## config.mk

```make
export PLATFORM = sky130hd
export DESIGN_NAME = popcnt_arbiter
export DESIGN_NICKNAME = d
export VERILOG_FILES = /design/src/rtl/popcnt_arbiter.sv
export SDC_FILE = /design/constraint.sdc
export NUM_CORES = 1
export LEC_CHECK = 0
export BUFFER_PORTS_ARGS = -buffer_cell sky130_fd_sc_hd__clkbuf_2
export CORE_UTILIZATION = 52
export DETAILED_ROUTE_END_ITERATION = 8
export PLACE_DENSITY = 0.88
export SLEW_MARGIN = 20
export SYNTH_ARGS = -nofsm -noshare
export SYNTH_HDL_FRONTEND = slang
export SYNTH_SLANG_ARGS = --single-unit
```

## constraint.sdc

```tcl
create_clock -name clk -period 13.2 [get_ports clk]
set_input_delay 1.98 -clock clk [delete_from_list [all_inputs] [get_ports clk]]
set_output_delay 1.98 -clock clk [all_outputs]
set_load 0.01 [all_outputs]
```

## src/rtl/popcnt_arbiter.sv

```systemverilog
// rtl/popcnt_arbiter.sv - round-robin arbiter feeding a chunked popcount engine
// Optional early exit on all-zero upper chunks: POPCNT_ARBITER_EARLY_EXIT_EN
module popcnt_arbiter #(
    parameter int NUM_REQ     = 4,
    parameter int DATA_WIDTH  = 64,
    parameter int CHUNK_WIDTH = 16
) (
    input  logic                              clk,
    input  logic                              rst,
    input  logic [NUM_REQ-1:0]                req_valid_i,
    output logic [NUM_REQ-1:0]                req_ready_o,
    input  logic [NUM_REQ*DATA_WIDTH-1:0]     req_data_i,
    output logic                              resp_valid_o,
    input  logic                              resp_ready_i,
    output logic [$clog2(DATA_WIDTH+1)-1:0]   resp_cnt_o,
    output logic [$clog2(NUM_REQ)-1:0]        resp_id_o,
    output logic                              busy_o
);

    localparam int NCHUNK = DATA_WIDTH / CHUNK_WIDTH;
    localparam int CNT_W  = $clog2(DATA_WIDTH + 1);
    localparam int ID_W   = $clog2(NUM_REQ);
    localparam int SUM_W  = ID_W + 1;
    localparam int IDX_W  = (NCHUNK > 1) ? $clog2(NCHUNK) : 1;

    typedef enum logic [1:0] {
        S_IDLE = 2'd0,
        S_RUN  = 2'd1,
        S_RESP = 2'd2
    } state_t;

    state_t                state_q, state_d;
    logic [ID_W-1:0]       ptr_q, ptr_d;
    logic [ID_W-1:0]       id_q, id_d;
    logic [CNT_W-1:0]      acc_q, acc_d;
    logic [IDX_W-1:0]      idx_q, idx_d;
    logic [DATA_WIDTH-1:0] data_q, data_d;
    logic                  resp_valid_q, resp_valid_d;
    logic                  busy_q, busy_d;

    logic                  grant_found;
    logic [ID_W-1:0]       grant_idx;
    logic [SUM_W-1:0]      cand_sum;
    logic                  accept;
    logic [CHUNK_WIDTH-1:0] chunk;
    logic [CNT_W-1:0]      chunk_cnt;
    logic                  last_chunk;
    logic                  run_done;

    // Search starts at ptr and wraps, so the first valid found is the round-robin winner
    always_comb begin
        grant_found = 1'b0;
        grant_idx   = '0;
        cand_sum    = '0;
        for (int i = 0; i < NUM_REQ; i++) begin
            cand_sum = {1'b0, ptr_q} + SUM_W'(i);
            if (cand_sum >= SUM_W'(NUM_REQ)) begin
                cand_sum = cand_sum - SUM_W'(NUM_REQ);
            end
            if (!grant_found && req_valid_i[cand_sum[ID_W-1:0]]) begin
                grant_found = 1'b1;
                grant_idx   = cand_sum[ID_W-1:0];
            end
        end
    end

    assign accept      = (state_q == S_IDLE) && grant_found && !rst;
    assign req_ready_o = accept ? (NUM_REQ'(1) << grant_idx) : '0;

    always_comb begin
        chunk     = data_q[int'(idx_q)*CHUNK_WIDTH +: CHUNK_WIDTH];
        chunk_cnt = '0;
        for (int b = 0; b < CHUNK_WIDTH; b++) begin
            chunk_cnt = chunk_cnt + CNT_W'(chunk[b]);
        end
    end

    assign last_chunk = (int'(idx_q) == NCHUNK - 1);

`ifdef POPCNT_ARBITER_EARLY_EXIT_EN
    logic upper_zero;

    always_comb begin
        upper_zero = 1'b1;
        for (int j = 0; j < NCHUNK; j++) begin
            if ((j > int'(idx_q)) && (data_q[j*CHUNK_WIDTH +: CHUNK_WIDTH] != '0)) begin
                upper_zero = 1'b0;
            end
        end
    end

    assign run_done = last_chunk || upper_zero;
`else
    assign run_done = last_chunk;
`endif

    always_comb begin
        state_d      = state_q;
        ptr_d        = ptr_q;
        id_d         = id_q;
        acc_d        = acc_q;
        idx_d        = idx_q;
        data_d       = data_q;
        resp_valid_d = resp_valid_q;
        busy_d       = busy_q;
        case (state_q)
            S_IDLE: begin
                if (accept) begin
                    data_d  = req_data_i[int'(grant_idx)*DATA_WIDTH +: DATA_WIDTH];
                    id_d    = grant_idx;
                    acc_d   = '0;
                    idx_d   = '0;
                    ptr_d   = (int'(grant_idx) == NUM_REQ - 1) ? '0 : grant_idx + 1'b1;
                    state_d = S_RUN;
                    busy_d  = 1'b1;
                end
            end
            S_RUN: begin
                acc_d = acc_q + chunk_cnt;
                idx_d = idx_q + 1'b1;
                if (run_done) begin
                    state_d      = S_RESP;
                    resp_valid_d = 1'b1;
                end
            end
            S_RESP: begin
                if (resp_ready_i) begin
                    state_d      = S_IDLE;
                    resp_valid_d = 1'b0;
                    busy_d       = 1'b0;
                end
            end
            default: begin
                state_d      = S_IDLE;
                resp_valid_d = 1'b0;
                busy_d       = 1'b0;
            end
        endcase
    end

    always_ff @(posedge clk) begin
        if (rst) begin
            state_q      <= S_IDLE;
            ptr_q        <= '0;
            id_q         <= '0;
            acc_q        <= '0;
            idx_q        <= '0;
            data_q       <= '0;
            resp_valid_q <= 1'b0;
            busy_q       <= 1'b0;
        end else begin
            state_q      <= state_d;
            ptr_q        <= ptr_d;
            id_q         <= id_d;
            acc_q        <= acc_d;
            idx_q        <= idx_d;
            data_q       <= data_d;
            resp_valid_q <= resp_valid_d;
            busy_q       <= busy_d;
        end
    end

    assign resp_valid_o = resp_valid_q;
    assign busy_o       = busy_q;
    assign resp_cnt_o   = acc_q;
    assign resp_id_o    = id_q;

endmodule

```

# ---- Yosys cells after proc, flatten, opt, wreduce, memory -nomap -nowiden
# Cells that the tools add are included.
dict set report classes {
  n_addsub 25
  order_cmp 8
  eq_ne 7
  shift 3
  mux 35
  bitwise 2
  reduce_logical 16
}
# op count
set op_table {}
lappend op_table {{indexed part select 256 x 9 -> 64 bit} 1}
lappend op_table {{indexed part select 64 x 7 -> 16 bit} 1}
lappend op_table {{adder 7 x 1 -> 7 bit} 9}
lappend op_table {{two-way mux 2 bit} 13}
lappend op_table {{case mux 7 bit (2 select lines)} 1}
lappend op_table {{less-than comparator 2 x 3 -> 1 bit, second input constant} 4}
lappend op_table {{two-way mux 1 bit} 11}
lappend op_table {{>= comparator 3 bit, second input constant} 3}
lappend op_table {{AND reduction 3 bit} 3}
lappend op_table {{binary-select mux 1 bit (select 2 bit)} 4}
lappend op_table {{subtractor 2 x 1 -> 2 bit, second input constant} 4}
lappend op_table {{adder 6 x 1 -> 7 bit} 1}
lappend op_table {{adder 7 bit} 1}
lappend op_table {{two-way mux 7 bit} 1}
lappend op_table {{adder 2 x 2 -> 3 bit, second input constant} 2}
lappend op_table {{adder 5 x 1 -> 6 bit} 1}
lappend op_table {{== test 2 x 1 -> 1 bit, second input constant} 3}
lappend op_table {{!= test 2 bit, second input constant} 3}
lappend op_table {{case mux 1 bit (3 select lines)} 2}
lappend op_table {{case mux 2 bit (3 select lines)} 1}
lappend op_table {{adder 4 x 1 -> 5 bit} 1}
lappend op_table {{logical AND 1 bit} 5}
lappend op_table {{adder 2 x 1 -> 2 bit, second input constant} 2}
lappend op_table {{adder 3 x 1 -> 4 bit} 1}
lappend op_table {{other kinds (13)} 18}
dict set report totals {
  register_bits 81
  inputBits 263
  word_cells 104
}

# ---- Logic depth before layout (Yosys ltp)
# Gate-level depths: netlist (run 1).
dict set report depth {
  ltp_word 18
  ltp_mapped 16
}

# ---- Least setup slack after synthesis (run 1)
# No wires, ideal clock.
dict set report synth_path {
  path_type {input to output}
  start {input req_valid_i[2]}
  end {output req_ready_o[3]}
  t_arrival_ns 3.239
  required_time_ns 11.220
  setup_slack_ns 7.981
  cell_stages 8
  n_path_buf 2
  cell_sequence {nor2b_1 -> a221o_2 -> nand2_2 -> inv_2 -> buf_6 -> buf_6 -> ha_1 -> and2_1}
}
# element line
set synth_rtl {}
lappend synth_rtl {{start: declaration} 10} ;# input logic [NUM_REQ-1:0] req_valid_i,
lappend synth_rtl {{binary-select mux 1 bit (select 2 bit)} 60} ;# if (!grant_found && req_valid_i[cand_sum[ID_W-1:0]]) begin
lappend synth_rtl {{two-way mux 1 bit (implied by the code)} 60}
lappend synth_rtl {{two-way mux 1 bit} 60}
lappend synth_rtl {{zero test 1 bit} 60}
lappend synth_rtl {{logical AND 1 bit} 60}
lappend synth_rtl {{two-way mux 1 bit} 60}
lappend synth_rtl {{zero test 1 bit} 60}
lappend synth_rtl {{logical AND 1 bit} 60}
lappend synth_rtl {{two-way mux 1 bit} 60}
lappend synth_rtl {{zero test 1 bit} 60}
lappend synth_rtl {{logical AND 1 bit} 60}
lappend synth_rtl {{two-way mux 2 bit *} 60}
lappend synth_rtl {{via grant_idx[1]} 42} ;# logic [ID_W-1:0] grant_idx;
lappend synth_rtl {{<< shifter 1 x 2 -> 4 bit *} 68} ;# assign req_ready_o = accept ? (NUM_REQ'(1) << grant_idx) : '0;
lappend synth_rtl {{two-way mux 4 bit *} 68}
lappend synth_rtl {{end: declaration} 11} ;# output logic [NUM_REQ-1:0] req_ready_o,
# Mark *: on every way through the listed nets, which the timed path passes. The rest lies on a longest branch. The select of a mux whose other input is x is not followed.

# ---- Final worst setup path (run 1)
dict set report layout_path {
  start {input req_valid_i[2]}
  end {output req_ready_o[3]}
}
dict set report layout_via {
  elab_chain_cells 15
}
# element line
set layout_rtl {}
lappend layout_rtl {{binary-select mux 1 bit (select 2 bit)} 60}
lappend layout_rtl {{two-way mux 1 bit (implied by the code)} 60}
lappend layout_rtl {{two-way mux 1 bit} 60}
lappend layout_rtl {{zero test 1 bit} 60}
lappend layout_rtl {{logical AND 1 bit} 60}
lappend layout_rtl {{two-way mux 1 bit} 60}
lappend layout_rtl {{zero test 1 bit} 60}
lappend layout_rtl {{logical AND 1 bit} 60}
lappend layout_rtl {{two-way mux 1 bit} 60}
lappend layout_rtl {{zero test 1 bit} 60}
lappend layout_rtl {{logical AND 1 bit} 60}
lappend layout_rtl {{two-way mux 1 bit} 60}
lappend layout_rtl {{logical AND 1 bit (2 in series)} 67} ;# assign accept = (state_q == S_IDLE) && grant_found && !rst;
lappend layout_rtl {{two-way mux 4 bit *} 68}
# Mark *: on every way between the ends. The rest lies on a longest branch, timed or not. The select of a mux whose other input is x is not followed.

==> reports/metrics.json, run 1 <==
{
  "postRouteWirelength": {"value": 17.78, "unit": "mm"},
  "min_path_cells": {"value": 2},
  "start_util": {"value": 0.5447},
  "yosys_warnings": {"value": 0},
  "antenna_found_initial": {"value": 0},
  "setup_viol": {"value": 0},
  "grt_start_max_net_pins": {"value": 130},
  "post-route-min-period": {"value": 5814, "unit": "ps"},
  "outcome": {"value": "finished clean"},
  "die_x": {"value": 109.7, "unit": "um"},
  "p_leak": {"value": 3.642, "unit": "nW"},
  "timing.reg2reg.worst_path_depth": {"value": 13},
  "insertedDiodeCount": {"value": 0},
  "worstSetupStartpointType": {"value": "input port"},
  "via_count": {"value": 5998},
  "clock-sinks": {"value": 81},
  "synth.cells.most_frequent": {"value": "sky130_fd_sc_hd__dfxtp_1 (81), sky130_fd_sc_hd__nand2_1 (76), sky130_fd_sc_hd__a21boi_0 (65), sky130_fd_sc_hd__mux2i_1 (65), sky130_fd_sc_hd__and3_1 (64)"},
  "route.detailed.drc": {"value": 0},
  "grt_pass1_wl": {"value": 26.59, "unit": "mm"},
  "timing.critical_path.required": {"value": 11220, "unit": "ps"},
  "syn_nets": {"value": 976},
  "layout.nets": {"value": 1206},
  "htree_levels": {"value": 3},
  "setup.worst_path.class": {"value": "in2out"},
  "synthMostInstantiatedCell": {"value": "sky130_fd_sc_hd__dfxtp_1"},
  "cts-buffers-inserted": {"value": 9},
  "tightestPinTransition": {"value": 1103, "unit": "ps"},
  "cts_setup_buffers": {"value": 0},
  "number_of_enable_flip_flop_cells_after_synthesis": {"value": 0},
  "floorplan.rows": {"value": 38},
  "synth.lib_cells_used.distinct": {"value": 46},
  "clock.fmax": {"value": 172.0, "unit": "MHz"},
  "powerDensity": {"value": 118.5, "unit": "nW/um2"},
  "ctsLongestPathBuffers": {"value": 2},
  "worst_r2r_startpoint": {"value": "idx_q[1]"},
  "syn_area_cell": {"value": 8.771, "unit": "um2"},
  "post-synth-top-area-fraction": {"value": 0.2687},
  "hold_path.startpoint": {"value": "resp_id_o[0]"},
  "seq_area_frac_synth": {"value": 0.2687},
  "clock_latency": {"value": 330, "unit": "ps"},
  "timing.critical_path.fanout_max": {"value": 129},
  "gr-total-overflow": {"value": 0},
  "final-hold-violation-count": {"value": 0},
  "maxcap_violations": {"value": 0},
  "tritoncts": {"value": "built"},
  "synth-main-ff-cell": {"value": "sky130_fd_sc_hd__dfxtp_1"},
  "syn_inst": {"value": 688},
  "skew": {"value": 7.239, "unit": "ps"},
  "cts_root_buffer": {"value": "sky130_fd_sc_hd__clkbuf_16"},
  "final_antenna_net_count": {"value": 0},
  "totalPowerFinal": {"value": 0.9036, "unit": "mW"},
  "rsz0062_at_grt": {"value": "false"},
  "timing.critical_path.arrival": {"value": 3830, "unit": "ps"},
  "worst_slew_margin_rel": {"value": 0.2645},
  "setup.reg_to_reg.worst_slack": {"value": 7940, "unit": "ps"},
  "dp_hpwl": {"value": 13.74, "unit": "mm"},
  "grt_pass1_vias": {"value": 5455},
  "io_pins": {"value": 278},
  "drt-wirelength-per-cell": {"value": 16.73, "unit": "um"},
  "worst_ir_drop_vdd": {"value": 0.00006166, "unit": "V"},
  "worst_hold_path.endpoint": {"value": "resp_id_o[0]"},
  "dp.cells": {"value": 1047},
  "fin_tns_setup": {"value": 0, "unit": "ps"},
  "min_period_over_period": {"value": 0.4404},
  "holdBufCountCts": {"value": 0},
  "layout.cells.non_filler": {"value": 1063},
  "cell_accounting_for_the_most_synthesized_area": {"value": "sky130_fd_sc_hd__dfxtp_1"},
  "layout_cell_share_with_drive_strength_beyond_1": {"value": 0.3662},
  "globalplace.congestion": {"value": 0.8709},
  "slew_viol_final": {"value": 0},
  "die_area": {"value": 12040, "unit": "um2"},
  "gr-usage-all-layers": {"value": 0.2936},
  "n_fill_cell": {"value": 940},
  "drt-vias-per-instance": {"value": 5.643},
  "r2r_end": {"value": "resp_cnt_o[6]"},
  "detail_route.first_pass.iterations": {"value": 5},
  "numPortBuffers": {"value": 277},
  "asyncSetResetFlopFracSynth": {"value": 0},
  "die_y": {"value": 109.7, "unit": "um"},
  "post_synth_main_area_contributors": {"value": "sky130_fd_sc_hd__dfxtp_1 (27%), sky130_fd_sc_hd__mux2i_1 (11%), sky130_fd_sc_hd__a21boi_0 (8.1%)"},
  "holdCritPathClass": {"value": "reg2reg"},
  "synth_seq_cells": {"value": 81},
  "clk_pin_slew_worst_setup_hold_paths": {"value": 60, "unit": "ps"},
  "syn_to_final_growth": {"value": 26.33, "unit": "%"},
  "cp-end-kind": {"value": "primary output"},
  "cts_resized": {"value": 0},
  "core": {"value": 11080, "unit": "um2"},
  "initialDrtViolationCount": {"value": 315},
  "syn_area": {"value": 6035, "unit": "um2"}
}
[metrics by stage]
| step | instance area (um2) | hold WS, ps | utilization | worst slack, ps |
|---|---|---|---|---|
| after global routing | 7624 | 488.9 | 0.6882 | 7188 |
| after floorplan | 6035 | 439.8 | - | 7981 |
| after CTS | 7624 | 460.2 | 0.6882 | 7393 |
| final | 7624 | 458.7 | 0.6882 | 7386 |
| after global placement | 7317 | 444.5 | 0.6605 | 7480 |
| after detailed placement | 7317 | 451.3 | 0.6605 | 7394 |
[placed cells by master, fill, tap and decap left out, types with 8 or more instances in the layout]
cell type	Yosys	final
sky130_fd_sc_hd__o211ai_2	13	13
sky130_fd_sc_hd__clkbuf_2	6	277
sky130_fd_sc_hd__a21oi_1	8	8
sky130_fd_sc_hd__ha_1	13	13
sky130_fd_sc_hd__o21ai_1	37	37
sky130_fd_sc_hd__nor2_1	13	13
sky130_fd_sc_hd__inv_1	26	26
sky130_fd_sc_hd__and3_1	64	64
sky130_fd_sc_hd__mux2i_1	65	65
sky130_fd_sc_hd__nand2_1	76	76
sky130_fd_sc_hd__fa_1	12	12
sky130_fd_sc_hd__a21boi_0	65	65
sky130_fd_sc_hd__o211ai_1	53	53
sky130_fd_sc_hd__clkbuf_16	0	9
sky130_fd_sc_hd__dfxtp_1	81	81
sky130_fd_sc_hd__mux4_2	16	16
sky130_fd_sc_hd__o21ai_0	31	31
[where the power goes]
| part | internal [mW] | switching, mW |
|---|---|---|
| Clock | 0.152 | 0.0983 |
| Combinational | 0.168 | 0.181 |
| Sequential | 0.277 | 0.0281 |
| Total | 0.596 | 0.307 |
[how the worst max path moves through the flow]
| stage | from | endpoint | slack, ps |
|---|---|---|---|
| after global placement | req_valid_i[2] | req_ready_o[3] | 7480 |
| after global routing | req_valid_i[2] | req_ready_o[3] | 7190 |
| after detailed placement | req_valid_i[2] | req_ready_o[3] | 7390 |
| after CTS | req_valid_i[2] | req_ready_o[3] | 7390 |
| after floorplan | req_valid_i[2] | req_ready_o[3] | 7980 |
| final | req_valid_i[2] | req_ready_o[3] | 7390 |
[logic make-up (layout without fill, tap and decap cells)]
group / after synthesis / after routing / synth area share
AO/OA/AOI/OAI: 222 / 222 / 0.2557
AND/OR/NAND/NOR: 187 / 187 / 0.1644
buffers and inverters: 91 / 326 / 0.07506
multiplexers: 82 / 82 / 0.1694
flip-flops: 81 / 81 / 0.2687
adder cells (fa/ha/maj): 25 / 25 / 0.06676
[routing by layer]
metal / vias up / track usage / routed length [um]
li1: 2970 / - / -
met1: 2767 / 0.3587 / 7299
met2: 243 / 0.5359 / 9045
met3: 18 / 0.05394 / 1218
met4: 0 / 0.06000 / 216
met5: - / 0 / 0
[layout make-up]
class | count | area, um2 | share of cell area
Multi-Input combinational cell | 516 | 3986 | 0.5229
Tap cell | 140 | 175.2 | 0.02298
Timing Repair Buffer | 283 | 1431 | 0.1878
Inverter | 27 | 102.6 | 0.01346
Sequential cell | 81 | 1622 | 0.2127
Clock buffer | 10 | 239.0 | 0.03135
Clock inverter | 6 | 67.56 | 0.008863
[flip-flops by register name, indices dropped and copies added (netlist names)]
register      cells
data_q           64
resp_cnt_o        7
idx_q             2
ptr_q             2
resp_id_o         2
state_q           2
busy_o            1
resp_valid_o      1
[worst max-delay path: stages]
cell	delay (ps)
sky130_fd_sc_hd__clkbuf_2	150
sky130_fd_sc_hd__nor2b_1	180
sky130_fd_sc_hd__a221o_4	830
sky130_fd_sc_hd__nand2_2	160
sky130_fd_sc_hd__clkinv_2	110
sky130_fd_sc_hd__ha_1	160
sky130_fd_sc_hd__and2_1	120
sky130_fd_sc_hd__clkbuf_2	130
Note: power is estimated with default switching activity, not from simulation.
==> run 2, diff against run 1 <==
- CORE_UTILIZATION: 52 -> 43
- PLACE_DENSITY: 0.88 -> 0.77
- clock period: 13.2 -> 5.02 ns (I/O delays scaled with it)
==> run 2 against run 1 <==
Effect of this change: die area increased by 21%; critical path type is now reg2reg; core utilization decreased by 11 points; flip-flop and latch count unchanged; design area increased by 1.9%; final cell count increased by 4.2%; via count increased by 0.48%.
==> reports/metrics.json, run 2 (same netlist as run 1, synthesis figures left out) <==
{
  "timing.critical_path.fanout_max": {"value": 11, "change": "-91%"},
  "worst_slack": {"value": 189.1, "unit": "ps", "change": "-7197 ps"},
  "antenna_found_initial": {"value": 0, "change": "unchanged"},
  "holdCritPathClass": {"value": "reg2reg"},
  "rsz0062_at_grt": {"value": "false"},
  "initialDrtViolationCount": {"value": 273, "change": "-13%"},
  "worst_slew_margin_rel": {"value": 0.3058, "change": "+0.04135"},
  "cts-buffers-inserted": {"value": 9, "change": "unchanged"},
  "power_frac_clock": {"value": 0.274, "change": "-0.003"},
  "core": {"value": 13450, "unit": "um2", "change": "+21%"},
  "power_report.internal_total": {"value": 1.537, "unit": "mW", "change": "+160%"},
  "maxcap_violations": {"value": 0, "change": "unchanged"},
  "pre_cts_slack": {"value": -11.03, "unit": "ps", "change": "-7405 ps"},
  "outcome": {"value": "finished clean"},
  "most-common-layout-cells": {"value": "sky130_fd_sc_hd__clkbuf_2 (277), sky130_fd_sc_hd__dfxtp_1 (81), sky130_fd_sc_hd__nand2_1 (76), sky130_fd_sc_hd__mux2i_1 (65), sky130_fd_sc_hd__a21boi_0 (65)"},
  "syn_to_final_growth": {"value": 28.70, "unit": "%"},
  "worst_r2r_startpoint": {"value": "idx_q[0]"},
  "n_fill_cell": {"value": 1287, "change": "+37%"},
  "drt-vias-per-instance": {"value": 5.440, "change": "-3.6%"},
  "slew_viol_final": {"value": 0, "change": "unchanged"},
  "clock-sinks": {"value": 81, "change": "unchanged"},
  "post-route-min-period": {"value": 4831, "unit": "ps"},
  "min_period_over_period": {"value": 0.9623},
  "cts_root_buffer": {"value": "sky130_fd_sc_hd__clkbuf_16"},
  "clock_latency": {"value": 350, "unit": "ps", "change": "+20 ps"},
  "final-hold-violation-count": {"value": 0, "change": "unchanged"},
  "regMostFlops": {"value": "data_q"},
  "setup.worst_path.class": {"value": "reg2reg"},
  "grt_pass1_wl": {"value": 29.46, "unit": "mm", "change": "+11%"},
  "setup.reg_to_reg.worst_slack": {"value": 190, "unit": "ps", "change": "-7750 ps"},
  "detail_route.first_pass.iterations": {"value": 5, "change": "unchanged"},
  "numPortBuffers": {"value": 277, "change": "unchanged"},
  "min_path_cells": {"value": 2, "change": "unchanged"},
  "die_y": {"value": 120.5, "unit": "um", "change": "+9.8%"},
  "sequential_cell_area": {"value": 1622, "unit": "um2", "change": "unchanged"},
  "clk_pin_slew_worst_setup_hold_paths": {"value": 70, "unit": "ps", "change": "about the same"},
  "seqPwrFrac": {"value": 0.329, "change": "-0.008"},
  "worst_ir_drop_vdd": {"value": 0.0001809, "unit": "V", "change": "+190%"},
  "layout.nets": {"value": 1215, "change": "+0.75%"},
  "setup_viol": {"value": 0, "change": "unchanged"},
  "clock.fmax": {"value": 207.0, "unit": "MHz"},
  "route.detailed.drc": {"value": 0, "change": "unchanged"},
  "postRouteWirelength": {"value": 19.57, "unit": "mm", "change": "+10%"},
  "largest_register_ff_count": {"value": 64, "change": "unchanged"},
  "holdBufCountCts": {"value": 0, "change": "unchanged"},
  "cp-end-kind": {"value": "flop"},
  "powerDensity": {"value": 309.6, "unit": "nW/um2", "change": "+160%"},
  "die_x": {"value": 120.5, "unit": "um", "change": "+9.8%"},
  "floorplan.rows": {"value": 42, "change": "+11%"},
  "layout.cells.non_filler": {"value": 1108, "change": "+4.2%"},
  "fin_tns_setup": {"value": 0, "unit": "ps", "change": "unchanged"},
  "tritoncts": {"value": "built"},
  "p_leak": {"value": 3.702, "unit": "nW", "change": "+1.6%"},
  "via_count": {"value": 6027, "change": "+0.48%"},
  "hold_path.startpoint": {"value": "resp_id_o[0]"},
  "grt_pass1_vias": {"value": 5534, "change": "+1.4%"},
  "insertedDiodeCount": {"value": 0, "change": "unchanged"},
  "ctsLongestPathBuffers": {"value": 2, "change": "unchanged"},
  "htree_levels": {"value": 3, "change": "unchanged"},
  "timing.critical_path.required": {"value": 5250, "unit": "ps", "change": "-5970 ps"},
  "drt-wirelength-per-cell": {"value": 17.66, "unit": "um", "change": "+5.6%"},
  "timing.critical_path.arrival": {"value": 5060, "unit": "ps", "change": "+1230 ps"},
  "final_antenna_net_count": {"value": 0, "change": "unchanged"},
  "tightestPinTransition": {"value": 1039, "unit": "ps", "change": "-64.48 ps"},
  "power.combinational.fraction": {"value": 0.397, "change": "+0.011"},
  "gr-total-overflow": {"value": 0, "change": "unchanged"},
  "dp.cells": {"value": 1089, "change": "+4.0%"},
  "worstSetupStartpointType": {"value": "flop"},
  "start_util": {"value": 0.4486, "change": "-0.09616"},
  "timing.reg2reg.worst_path_depth": {"value": 14, "change": "+1"},
  "multi_input_comb_area": {"value": 4005, "unit": "um2", "change": "+0.47%"},
  "power.switching": {"value": 0.8674, "unit": "mW", "change": "+180%"},
  "r2r_end": {"value": "resp_cnt_o[6]"},
  "switching_share": {"value": 0.3608, "change": "+0.02085"},
  "layout_cell_share_with_drive_strength_beyond_1": {"value": 0.3766, "change": "+0.01041"},
  "finalCoreUtilization": {"value": 0.5773, "change": "-0.1109"},
  "io_pins": {"value": 278, "change": "unchanged"},
  "skew": {"value": 11.48, "unit": "ps", "change": "+4.244 ps"},
  "layout_commonest_cell": {"value": "sky130_fd_sc_hd__clkbuf_2"},
  "grt_start_max_net_pins": {"value": 129, "change": "-0.77%"},
  "gr-usage-all-layers": {"value": 0.2674, "change": "-0.02627"},
  "die_area": {"value": 14510, "unit": "um2", "change": "+21%"},
  "dp_hpwl": {"value": 15.50, "unit": "mm", "change": "+13%"},
  "globalplace.congestion": {"value": 0.8726, "change": "+0.20%"},
  "hold_slack": {"value": 462.2, "unit": "ps", "change": "+3.535 ps"},
  "worst_hold_path.endpoint": {"value": "resp_id_o[0]"}
}
[run 2: changes by cell type in the layout (fill, tap and decap cells not counted), moves of 2 or more]
cell / before / now
sky130_fd_sc_hd__fa_1: 12 / 10
sky130_fd_sc_hd__inv_6: 0 / 4
sky130_fd_sc_hd__clkinv_8: 0 / 2
sky130_fd_sc_hd__fa_2: 0 / 2
sky130_fd_sc_hd__clkinv_2: 2 / 0
sky130_fd_sc_hd__clkinv_4: 2 / 0
sky130_fd_sc_hd__buf_4: 6 / 14
sky130_fd_sc_hd__clkinvlp_4: 2 / 0
[run 2: critical path, cell delays in order (launching register included)]
cell and delay [ps]:
sky130_fd_sc_hd__dfxtp_1 360, sky130_fd_sc_hd__buf_12 160, sky130_fd_sc_hd__mux4_2 530, sky130_fd_sc_hd__fa_1 580
sky130_fd_sc_hd__fa_1 450, sky130_fd_sc_hd__fa_1 540, sky130_fd_sc_hd__inv_1 50, sky130_fd_sc_hd__fa_1 500
sky130_fd_sc_hd__fa_2 410, sky130_fd_sc_hd__fa_2 360, sky130_fd_sc_hd__nor2b_2 140, sky130_fd_sc_hd__o21ai_1 110
sky130_fd_sc_hd__a31oi_2 240, sky130_fd_sc_hd__o211ai_1 100, sky130_fd_sc_hd__and3b_1 200
[run 2: final cells by class]
| type | count | area share |
|---|---|---|
| repair buffers | 292 | 0.1946 |
| clock inverters | 7 | 0.01015 |
| multi-input cells | 516 | 0.5157 |
| inverters | 27 | 0.01337 |
| flip-flops and latches | 81 | 0.2088 |
| clock buffers | 9 | 0.02900 |
| well taps | 176 | 0.02836 |
[run 2: how the worst max path moves through the flow]
stage	start	to	slack, ps	cells after the start
2_1_floorplan	idx_q[0]	resp_cnt_o[6]	20	15
3_3_place_gp	idx_q[0]	resp_cnt_o[6]	80	14
3_5_place_dp	idx_q[0]	resp_cnt_o[6]	-10	14
4_1_cts	idx_q[0]	resp_cnt_o[6]	50	14
5_1_grt	idx_q[0]	resp_cnt_o[6]	30	16
6_report	idx_q[0]	resp_cnt_o[6]	190	14
[run 2: metrics by stage]
step,power (mW),cell area [um2]
floorplan,1.463,6042
global placement,1.718,7421
detailed placement,1.744,7426
CTS,2.405,7752
global route,2.556,7766
finish,2.404,7766
[run 2: routing by layer]
metal  track usage  part of all wire
met1        0.3480              0.44
met2        0.4616              0.48
met4       0.04707            0.0097
met3       0.05330             0.066
met5             0                 0
[run 2: timing repair]
item                       CTS  global route
setup endpoints to repair    1             2
pin swaps                    1             1
resized for setup            0             5
setup buffers                3             0
[run 2: power groups by stage]
stage	Sequential [mW]	Clock (mW)	Combinational, mW
detailed placement	0.803	0	0.940
floorplan	0.775	0	0.688
global placement	0.797	0	0.920
finish	0.791	0.658	0.955
CTS	0.790	0.665	0.950
global route	0.798	0.691	1.07
==> run 3, diff against run 2 <==
- BUFFER_PORTS_ARGS: -buffer_cell sky130_fd_sc_hd__clkbuf_2 -> -buffer_cell sky130_fd_sc_hd__buf_2
- CELL_PAD_IN_SITES_DETAIL_PLACEMENT: unset -> 0
- CELL_PAD_IN_SITES_GLOBAL_PLACEMENT: unset -> 2
- CORE_UTILIZATION: 43 -> 24
- GPL_TIMING_DRIVEN: unset -> 0
- PLACE_DENSITY: 0.77 -> unset
- PLACE_DENSITY_LB_ADDON: unset -> 0.1
==> run 3 against run 2 <==
Effect of this change: clock power rose by 12%; sequential share of layout area is 1.2 points lower; largest cell class unchanged; clock skew is 5.3 ps lower; fmax about the same.
==> reports/metrics.json, run 3 (same netlist as run 1, synthesis figures left out) <==
{
  "core": {"value": 24460, "unit": "um2", "change": "+82%"},
  "start_util": {"value": 0.2467, "change": "-0.2019"},
  "gr-total-overflow": {"value": 0, "change": "unchanged"},
  "detail_route.first_pass.iterations": {"value": 5, "change": "unchanged"},
  "layout.nets": {"value": 1270, "change": "+4.5%"},
  "die_area": {"value": 25780, "unit": "um2", "change": "+78%"},
  "n_fill_cell": {"value": 2640, "change": "+110%"},
  "cts-buffers-inserted": {"value": 9, "change": "unchanged"},
  "ctsLongestPathBuffers": {"value": 2, "change": "unchanged"},
  "timing.critical_path.arrival": {"value": 5080, "unit": "ps", "change": "+20 ps"},
  "die_y": {"value": 160.6, "unit": "um", "change": "+33%"},
  "outcome": {"value": "finished clean"},
  "crit_path_top_delay_cell": {"value": "sky130_fd_sc_hd__fa_1"},
  "maxcap_violations": {"value": 0, "change": "unchanged"},
  "worstSetupStartpointType": {"value": "flop"},
  "cp-end-kind": {"value": "flop"},
  "regMostFlops": {"value": "data_q"},
  "tightestPinTransition": {"value": 880.2, "unit": "ps", "change": "-158.6 ps"},
  "drt-vias-per-instance": {"value": 4.648, "change": "-15%"},
  "antenna_found_initial": {"value": 0, "change": "unchanged"},
  "grt_start_max_net_pins": {"value": 16, "change": "-88%"},
  "timing.critical_path.required": {"value": 5270, "unit": "ps", "change": "+20 ps"},
  "route.detailed.drc": {"value": 0, "change": "unchanged"},
  "cts_root_buffer": {"value": "sky130_fd_sc_hd__clkbuf_16"},
  "setup.worst_path.class": {"value": "reg2reg"},
  "htree_levels": {"value": 3, "change": "unchanged"},
  "worst_slew_margin_rel": {"value": 0.4107, "change": "+0.1049"},
  "grt_pass1_vias": {"value": 6111, "change": "+10%"},
  "slew_viol_final": {"value": 0, "change": "unchanged"},
  "grt_pass1_wl": {"value": 36.56, "unit": "mm", "change": "+24%"},
  "worst_r2r_startpoint": {"value": "idx_q[0]"},
  "gr-usage-all-layers": {"value": 0.1894, "change": "-0.07791"},
  "dp_hpwl": {"value": 20.13, "unit": "mm", "change": "+30%"},
  "clock.fmax": {"value": 206.8, "unit": "MHz", "change": "about the same"},
  "syn_to_final_growth": {"value": 36.89, "unit": "%"},
  "via_count": {"value": 6093, "change": "+1.1%"},
  "multi_input_comb_area": {"value": 3980, "unit": "um2", "change": "-0.62%"},
  "most-common-layout-cells": {"value": "sky130_fd_sc_hd__buf_2 (294), sky130_fd_sc_hd__dfxtp_1 (80), sky130_fd_sc_hd__nand2_1 (76), sky130_fd_sc_hd__mux2i_1 (65), sky130_fd_sc_hd__a21boi_0 (65)"},
  "tritoncts": {"value": "built"},
  "numPortBuffers": {"value": 276, "change": "-0.36%"},
  "critPathMaxStageDelay": {"value": 590, "unit": "ps", "change": "about the same"},
  "post-route-min-period": {"value": 4836, "unit": "ps", "change": "+4.787 ps"},
  "min_period_over_period": {"value": 0.9633, "change": "about the same"},
  "timing.critical_path.fanout_max": {"value": 7, "change": "-4"},
  "final-hold-violation-count": {"value": 0, "change": "unchanged"},
  "clock_latency": {"value": 350, "unit": "ps", "change": "about the same"},
  "worst_ir_drop_vdd": {"value": 0.0001475, "unit": "V", "change": "-18%"},
  "setup_viol": {"value": 0, "change": "unchanged"},
  "rsz0062_at_grt": {"value": "false"},
  "globalplace.congestion": {"value": 0.8000, "change": "-8.3%"},
  "layout_cell_share_with_drive_strength_beyond_1": {"value": 0.3911, "change": "+0.01447"},
  "dp.cells": {"value": 1288, "change": "+18%"},
  "die_x": {"value": 160.6, "unit": "um", "change": "+33%"},
  "final_antenna_net_count": {"value": 0, "change": "unchanged"},
  "sequential_cell_area": {"value": 1623, "unit": "um2", "change": "about the same"},
  "postRouteWirelength": {"value": 24.56, "unit": "mm", "change": "+25%"},
  "skew": {"value": 6.168, "unit": "ps", "change": "-5.315 ps"},
  "io_pins": {"value": 278, "change": "unchanged"},
  "holdCritPathClass": {"value": "reg2reg"},
  "p_leak": {"value": 3.822, "unit": "nW", "change": "+3.2%"},
  "insertedDiodeCount": {"value": 0, "change": "unchanged"},
  "worst_slack": {"value": 184.4, "unit": "ps", "change": "-4.787 ps"},
  "hold_path.startpoint": {"value": "resp_valid_o"},
  "clock-sinks": {"value": 81, "change": "unchanged"},
  "pre_cts_slack": {"value": -391.2, "unit": "ps", "change": "-380.1 ps"},
  "timing.critical_path.from": {"value": "idx_q[0]"},
  "initialDrtViolationCount": {"value": 299, "change": "+9.5%"},
  "floorplan.rows": {"value": 57, "change": "+36%"},
  "hold_slack": {"value": 460.4, "unit": "ps", "change": "-1.873 ps"},
  "largest_register_ff_count": {"value": 64, "change": "unchanged"},
  "powerDensity": {"value": 311.6, "unit": "nW/um2", "change": "+0.66%"},
  "drt-wirelength-per-cell": {"value": 18.73, "unit": "um", "change": "+6.0%"},
  "clk_pin_slew_worst_setup_hold_paths": {"value": 70, "unit": "ps", "change": "about the same"},
  "layout_commonest_cell": {"value": "sky130_fd_sc_hd__buf_2"},
  "critical_path_cell_list": {"value": "buf_6, buf_12, mux4_2, fa_1, fa_2, fa_1, inv_1, fa_1, fa_2, fa_2, nor2b_2, o21ai_2, a31oi_2, o211ai_1, and3b_1"},
  "layout.cells.non_filler": {"value": 1311, "change": "+18%"}
}
[run 3: changes by cell type in the layout (fill, tap and decap cells not counted), moves of 2 or more]
| cell | change |
|---|---|
| sky130_fd_sc_hd__buf_4 | -3 |
| sky130_fd_sc_hd__clkbuf_1 | +23 |
| sky130_fd_sc_hd__clkinv_8 | -2 |
| sky130_fd_sc_hd__clkinvlp_4 | +2 |
| sky130_fd_sc_hd__inv_2 | +2 |
| sky130_fd_sc_hd__buf_2 | +294 |
| sky130_fd_sc_hd__bufinv_16 | +2 |
| sky130_fd_sc_hd__buf_6 | +10 |
| sky130_fd_sc_hd__clkbuf_2 | -271 |
[run 3: path summary, 6_finish.rpt]
kind	slack (ps)	cells past startpoint	end
worst min-delay path	460	2	resp_valid_o
worst max-delay path	180	15	resp_cnt_o[6]
worst min register to register	460	2	resp_valid_o
worst max register to register	180	15	resp_cnt_o[6]
[run 3: cell type report]
cell class	instances	share of cell area
buffer	64	0.04680
timing repair buffer	283	0.1740
multi-input combinational	516	0.4818
inverter	27	0.01227
clock inverter	7	0.01227
tap	324	0.04908
sequential	81	0.1965
clock buffer	9	0.02726
[run 3: metrics by stage]
| stage | utilization | instance area [um2] | power (mW) | setup TNS [ps] |
|---|---|---|---|---|
| floorplan | - | 6042 | 1.463 | 0 |
| global placement | 0.3200 | 7829 | 1.827 | -625.0 |
| detailed placement | 0.3200 | 7829 | 1.837 | -669.5 |
| CTS | 0.3349 | 8193 | 2.589 | 0 |
| global route | 0.3377 | 8260 | 2.756 | 0 |
| finish | 0.3377 | 8260 | 2.574 | 0 |
[run 3: metal layers]
metal	part of all wire	track usage	vias to the layer above	wire length (um)
met4	0.0067	0.03247	0	165
met2	0.48	0.3196	178	11880
li1	-	-	3101	-
met1	0.46	0.2542	2803	11200
met3	0.054	0.03332	11	1317
met5	0	0	-	0
[run 3: power by group]
part	switching, mW	internal, mW	total, mW
Clock	0.296	0.441	0.737
Combinational	0.535	0.497	1.03
Sequential	0.0772	0.727	0.804
[run 3: critical path, delay by kind of cell, from the launching register on]
family | cells | cell delay, ps
buf+inv | 3 | 270
mux | 1 | 510
flops | 1 | 340
fa+ha+maj | 6 | 2870
simple gates | 2 | 330
compound gates | 3 | 400
[run 3: repair_timing]
action,4_1_cts,5_1_grt
gates resized for setup,8,11
pin swaps,1,7
hold buffers,0,0
endpoints found under the setup margin,4,2
buffers inserted,2,5
